===== config.mk =====
export PLATFORM = sky130hd
export DESIGN_NAME = rtc_set_sequencer
export DESIGN_NICKNAME = d
export VERILOG_FILES = /design/src/rtl/rtc_pkg.sv /design/src/rtl/rtc_bcd_check.sv /design/src/rtl/rtc_set_sequencer.sv
export SDC_FILE = /design/constraint.sdc
export NUM_CORES = 1
export LEC_CHECK = 0
export CAP_MARGIN = 10
export CORE_ASPECT_RATIO = 2
export CORE_UTILIZATION = 30
export CTS_CLUSTER_DIAMETER = 30
export DETAILED_ROUTE_END_ITERATION = 10
export GPL_ROUTABILITY_DRIVEN = 0
export SLEW_MARGIN = 20
export SYNTH_ARGS = -nofsm -noshare
export SYNTH_HDL_FRONTEND = slang
export SYNTH_SLANG_ARGS = --single-unit

===== constraint.sdc =====
create_clock -name clk -period 5.8 [get_ports clk]
set_clock_uncertainty 0.2 [all_clocks]
set_input_delay 1.74 -clock clk [delete_from_list [all_inputs] [get_ports clk]]
set_output_delay 1.74 -clock clk [all_outputs]
set_load 0.02 [all_outputs]

===== src/rtl/rtc_pkg.sv =====
// Shared types for the RTC set sequencer: FSM states, datetime field offsets, byte mapping.
package rtc_pkg;

  typedef enum logic [2:0] {IDLE, CHECK, WRITE, GAP, RESUME, DONE} state_t;

  localparam logic [2:0] RTC_ADDR_RESUME = 3'd7;

  // Byte offsets inside the 56-bit {YY,MO,DD,WD,HH,MI,SS} datetime
  localparam int SS_LSB = 0;
  localparam int MI_LSB = 8;
  localparam int HH_LSB = 16;
  localparam int WD_LSB = 24;
  localparam int DD_LSB = 32;
  localparam int MO_LSB = 40;
  localparam int YY_LSB = 48;

  function automatic logic [7:0] rtc_byte(input logic [55:0] dt, input logic [2:0] idx,
                                          input logic st_bit, input logic vbaten);
    logic [7:0] b;
    b = '0;
    case (idx)
      3'd0:    b = {st_bit, dt[SS_LSB +: 7]};
      3'd1:    b = {1'b0, dt[MI_LSB +: 7]};
      3'd2:    b = {2'b00, dt[HH_LSB +: 6]};
      3'd3:    b = {4'b0000, vbaten, dt[WD_LSB +: 3]};
      3'd4:    b = dt[DD_LSB +: 8];
      3'd5:    b = {3'b000, dt[MO_LSB +: 5]};
      3'd6:    b = dt[YY_LSB +: 8];
      default: b = '0;
    endcase
    return b;
  endfunction

endpackage


===== src/rtl/rtc_bcd_check.sv =====
// Combinational range check of a BCD datetime; ok=1 when every field is a legal value.
module rtc_bcd_check
  import rtc_pkg::*;
(
  input  logic [55:0] datetime,
  output logic        ok
);

  logic       nib_ok;
  logic [7:0] ss, mi, hh, wd, dd, mo;

  always_comb begin
    nib_ok = 1'b1;
    for (int i = 0; i < 14; i++) begin
      if (datetime[i*4 +: 4] > 4'd9) nib_ok = 1'b0;
    end
  end

  assign ss = datetime[SS_LSB +: 8];
  assign mi = datetime[MI_LSB +: 8];
  assign hh = datetime[HH_LSB +: 8];
  assign wd = datetime[WD_LSB +: 8];
  assign dd = datetime[DD_LSB +: 8];
  assign mo = datetime[MO_LSB +: 8];

  // Nibbles are known decimal here, so plain byte compares act as BCD compares
  assign ok = nib_ok
            && (ss <= 8'h59) && (mi <= 8'h59) && (hh <= 8'h23)
            && (wd >= 8'h01) && (wd <= 8'h07)
            && (dd >= 8'h01) && (dd <= 8'h31)
            && (mo >= 8'h01) && (mo <= 8'h12);

endmodule


===== src/rtl/rtc_set_sequencer.sv =====
// Range-checks a CPU datetime, writes it to the RTC core as 7 paced byte writes plus a resume
// write, and snapshots the running time on core ticks while idle.
module rtc_set_sequencer
  import rtc_pkg::*;
#(
  parameter int   WR_GAP = 262144,
  parameter logic ST_BIT = 1'b1,
  parameter logic VBATEN = 1'b1
) (
  input  logic        clk,
  input  logic        reset,
  input  logic        set_req,
  input  logic [55:0] set_datetime,
  output logic        busy,
  output logic        done,
  output logic        error,
  output logic [55:0] time_o,
  output logic        time_valid,
  output logic        rtc_wr,
  output logic [2:0]  rtc_addr,
  output logic [7:0]  rtc_data,
  input  logic        rtc_tick,
  input  logic [55:0] rtc_datetime
);

  localparam int CW = $clog2(WR_GAP + 1);

  state_t        state, next;
  logic [55:0]   shadow;
  logic [CW-1:0] gap_cnt;
  logic [2:0]    idx;
  logic [2:0]    wr_idx;
  logic          check_ok;
  logic          err_q;

  rtc_bcd_check u_check (
    .datetime (shadow),
    .ok       (check_ok)
  );

  always_ff @(posedge clk or posedge reset) begin
    if (reset) state <= IDLE;
    else       state <= next;
  end

  always_comb begin
    next = state;
    case (state)
      IDLE:    if (set_req) next = CHECK;
      CHECK:   next = check_ok ? WRITE : DONE;
      WRITE:   next = GAP;
      GAP:     if (gap_cnt == '0) next = (idx == 3'd6) ? RESUME : WRITE;
      RESUME:  next = DONE;
      DONE:    next = IDLE;
      default: next = IDLE;
    endcase
  end

  // Index of the byte about to be written when entering WRITE
  assign wr_idx = (state == CHECK) ? 3'd0 : idx + 3'd1;

  always_ff @(posedge clk or posedge reset) begin
    if (reset) begin
      shadow     <= '0;
      gap_cnt    <= '0;
      idx        <= '0;
      err_q      <= 1'b0;
      rtc_addr   <= RTC_ADDR_RESUME;
      rtc_data   <= '0;
      time_o     <= '0;
      time_valid <= 1'b0;
    end else begin
      if (state == IDLE && set_req) shadow <= set_datetime;

      if (state == CHECK) err_q <= ~check_ok;

      if (state == WRITE)                    gap_cnt <= CW'(WR_GAP - 1);
      else if (state == GAP && gap_cnt != '0) gap_cnt <= gap_cnt - CW'(1);

      if (next == WRITE) begin
        idx      <= wr_idx;
        rtc_addr <= wr_idx;
        rtc_data <= rtc_byte(shadow, wr_idx, ST_BIT, VBATEN);
      end else if (next == RESUME) begin
        rtc_addr <= RTC_ADDR_RESUME;
        rtc_data <= '0;
      end

      // Snapshots only while idle so time_o never mixes with a half-written set
      if (rtc_tick && state == IDLE) begin
        time_o     <= rtc_datetime;
        time_valid <= 1'b1;
      end
    end
  end

  assign busy   = (state != IDLE);
  assign done   = (state == DONE);
  assign error  = (state == DONE) && err_q;
  assign rtc_wr = (state == WRITE) || (state == RESUME);

endmodule


==> flow_summary.yaml <==
outcome:
  status: "finished, final reports clean"
logic_synthesis:
  synthDistinctLibCells: 52
  synth_top_area_share_pct: 55.8
  syn_nets: 656
  synth.top_cells.by_count: "dfrtp_1 (147), mux2_2 (112), nand2_1 (42)"
  async_flop_share_pct: 100
  synth_edf_count: 0
  synth_area_per_cell_sq_um: 12.3
  syn_inst: 537
  yosysWarnings: 0
  synth_area_leaders: "dfrtp_1 (56%), mux2_2 (19%), nand2_1 (2.4%)"
  synth_top_flop_cell: "dfrtp_1"
  synth_area_sq_um: 6600
  yosysTopAreaCell: "dfrtp_1"
  ys_seq_elements: 150
  synth-seq-area-share_pct: 57.0
  synthMostInstantiatedCell: "dfrtp_1"
floorplanning:
  coreArea_sq_um: 21600
  die_height_um: 212
  ioPinCount: 188
  std_cell_rows: 76
  dieWidth_um: 107
  initial_utilization_pct: 30.6
  die_area_sq_um: 22600
clock_tree:
  clk_latency_ps: 430
  clk_pin_slew_ps: 70
  cts_sinks: 150
  cts-root-buf: "clkbuf_16"
  cts_tree: "done"
  cts.repair_timing.setup_buffer_count: 0
  clk_path_buf_depth: 2
  ctsResizeCount: 0
  cts_inserted_buffers: 17
  ctsHoldBuffers: 0
  htree_levels: 4
setup_path:
  cp_slowest_stage_delay_ps: 600
  cp_slowest_cell: "nor3_1"
  critPathMaxFanout: 12
  cp_cell_sequence: "nor3_1 > inv_1 > clkdlybuf4s50_1"
  r2r_end: "idx[0]"
  reg2reg_from: "shadow[27]"
  critPathKind: "flop to output pin"
  cpLargestDelayFamily: "buffers and inverters"
  required_ps: 3860
  reg2reg_depth: 6
  critPathBufInv: 2
  cp.arrival_ps: 2170
  r2r_slack_ps: 2430
  end_kind: "output pin"
  cp-start-kind: "flop"
pwr:
  ir_worst_vdd_v: 0.000223
  p_sw_share_pct: 36.5
  p_leak_nw: 3.87
  seq_power_share_pct: 36.7
  powerDensity_nw_per_um2: 538
  pwr-share-comb_pct: 42.2
  clkPwrFrac_pct: 21.1
  p_sw_mw: 1.83
  internal_power_mw: 3.19
global_route:
  grt_pass1_vias: 5468
  antenna_found_initial: 1
  grt_max_degree: 57
  grt_pass1_wl_um: 29900
  track_usage_pct: 17.4
  gr-total-overflow: 0
routing:
  m1WireLength_um: 6490
  drc_errors: 0
  wl_per_cell_um: 18.5
  vias: 5046
  met2_length_um: 11000
  maxUsedRoutingLayer: "met4"
  drtAntennaViolNets: 0
  drt_wl_total_um: 18600
  drt-pass1-iter-count: 4
  via_per_inst: 5.00
  met3WireLength_um: 808
  drt_iter0_markers: 234
sta:
  timing.final.hold_violations: 0
  rsz0062_at_grt: "false"
  setup_viol: 0
  timing.final.crit_period_ps: 4110
  worst_pin_slew_ps: 1080
  setup_ws_ps: 1690
  slew_viol_final: 0
  relSlewSlack_pct: 27.5
  max_freq_ghz: 0.243
  whs_ps: 274
  setup_tns_ps: 0
  timing.final.crit_share_pct: 70.8
final_layout:
  finalInstanceArea_sq_um: 9340
  stdcell_count: 1009
  syn_to_final_growth_pct: 41.6
  drive_gt1_share_pct: 22.2
  nets: 842
min_path:
  min_to: "err_q"
  min_from: "err_q"
  worst_hold_path_type: "flop to flop"
  holdPathStages: 1
placement:
  dp.cells: 977
  place_area_sq_um: 8770
  dp_slack_ps: 1730
  place_hpwl_um: 14200
  portBuffers: 187
run:
  drv_cap: 0
state kept, by name, indices dropped and copies added, names as in the netlist:
register	flops
rtc_addr	3
state	3
time_o	56
shadow	56
err_q	1
time_valid	1
rtc_data	8
gap_cnt	19
idx	3
worst max-delay path by stage:
stage | depth (start not counted) | endpoint | from
global placement | 4 | time_o[19] | rtc_tick
finish | 3 | busy | state[2]
floorplan | 1 | err_q | reset
detailed placement | 4 | time_o[16] | rtc_tick
CTS | 3 | busy | state[2]
global route | 3 | busy | state[2]
cell type report:
class	count	area [sq um]
antenna	1	2.50
clock buffer	21	470
clock inverter	10	98.8
fill	2008	12200
inverter	8	33.8
multi-input combinational	352	2700
sequential	150	3760
tap	273	342
timing repair buffer	194	1940
layer usage:
layer / vias to the layer above / track usage [%]
li1: 2315 / -
met4: 0 / 7.23
met2: 141 / 33.2
met5: - / 0
met3: 21 / 4.43
met1: 2569 / 17.5
layout by cell type (no fill, tap or decap), types with 4 or more instances in the layout:
master           synthesis  final
mux2i_1                  4      4
or3_1                    6      6
clkinvlp_4               0      6
mux2_2                 112    112
a31oi_1                  5      5
nand3_1                 18     18
nor2b_1                  4      4
nor3_1                  12     12
nor2_1                  17     17
o21ai_0                 21     21
xnor2_1                  9      9
a21oi_1                 21     21
buf_4                    0      6
clkbuf_16                0     17
xor2_1                   5      5
o31ai_1                 10     10
dfrtp_1                147    147
clkdlybuf4s50_1          0    187
nand2_1                 42     42
inv_1                    8      7
nor4_1                  10     10
kinds of logic after synthesis:
family                     share of synthesized area (%)
xor gates and xnor gates                            1.86
muxes                                               20.1
DFF                                                 57.0
buffers and inverters                               2.16
AOI/OAI and AO/OA                                   7.95
and+or+nand+nor                                     10.4
adders and majority gates                          0.569
metrics by stage:
step | power [mW] | utilization (%)
2_1_floorplan | 3.06 | -
3_3_place_gp | 3.92 | 40.6
3_5_place_dp | 3.98 | 40.6
4_1_cts | 5.08 | 43.3
5_1_grt | 5.31 | 43.3
6_report | 5.02 | 43.3
worst register-to-register path: cells and delay by family (launching register included):
kind,cells,cell delay (ps)
flops,1,400
simple gates,4,1950
compound gates,2,720
power groups by stage:
stage | logic (mW) | registers [mW] | clock network (mW)
3_5_place_dp | 2.13 | 1.85 | 0
5_1_grt | 2.27 | 1.90 | 1.13
6_report | 2.12 | 1.84 | 1.06
3_3_place_gp | 2.09 | 1.83 | 0
2_1_floorplan | 1.07 | 1.99 | 0
4_1_cts | 2.14 | 1.84 | 1.09
(Power assumes the default switching activity.)
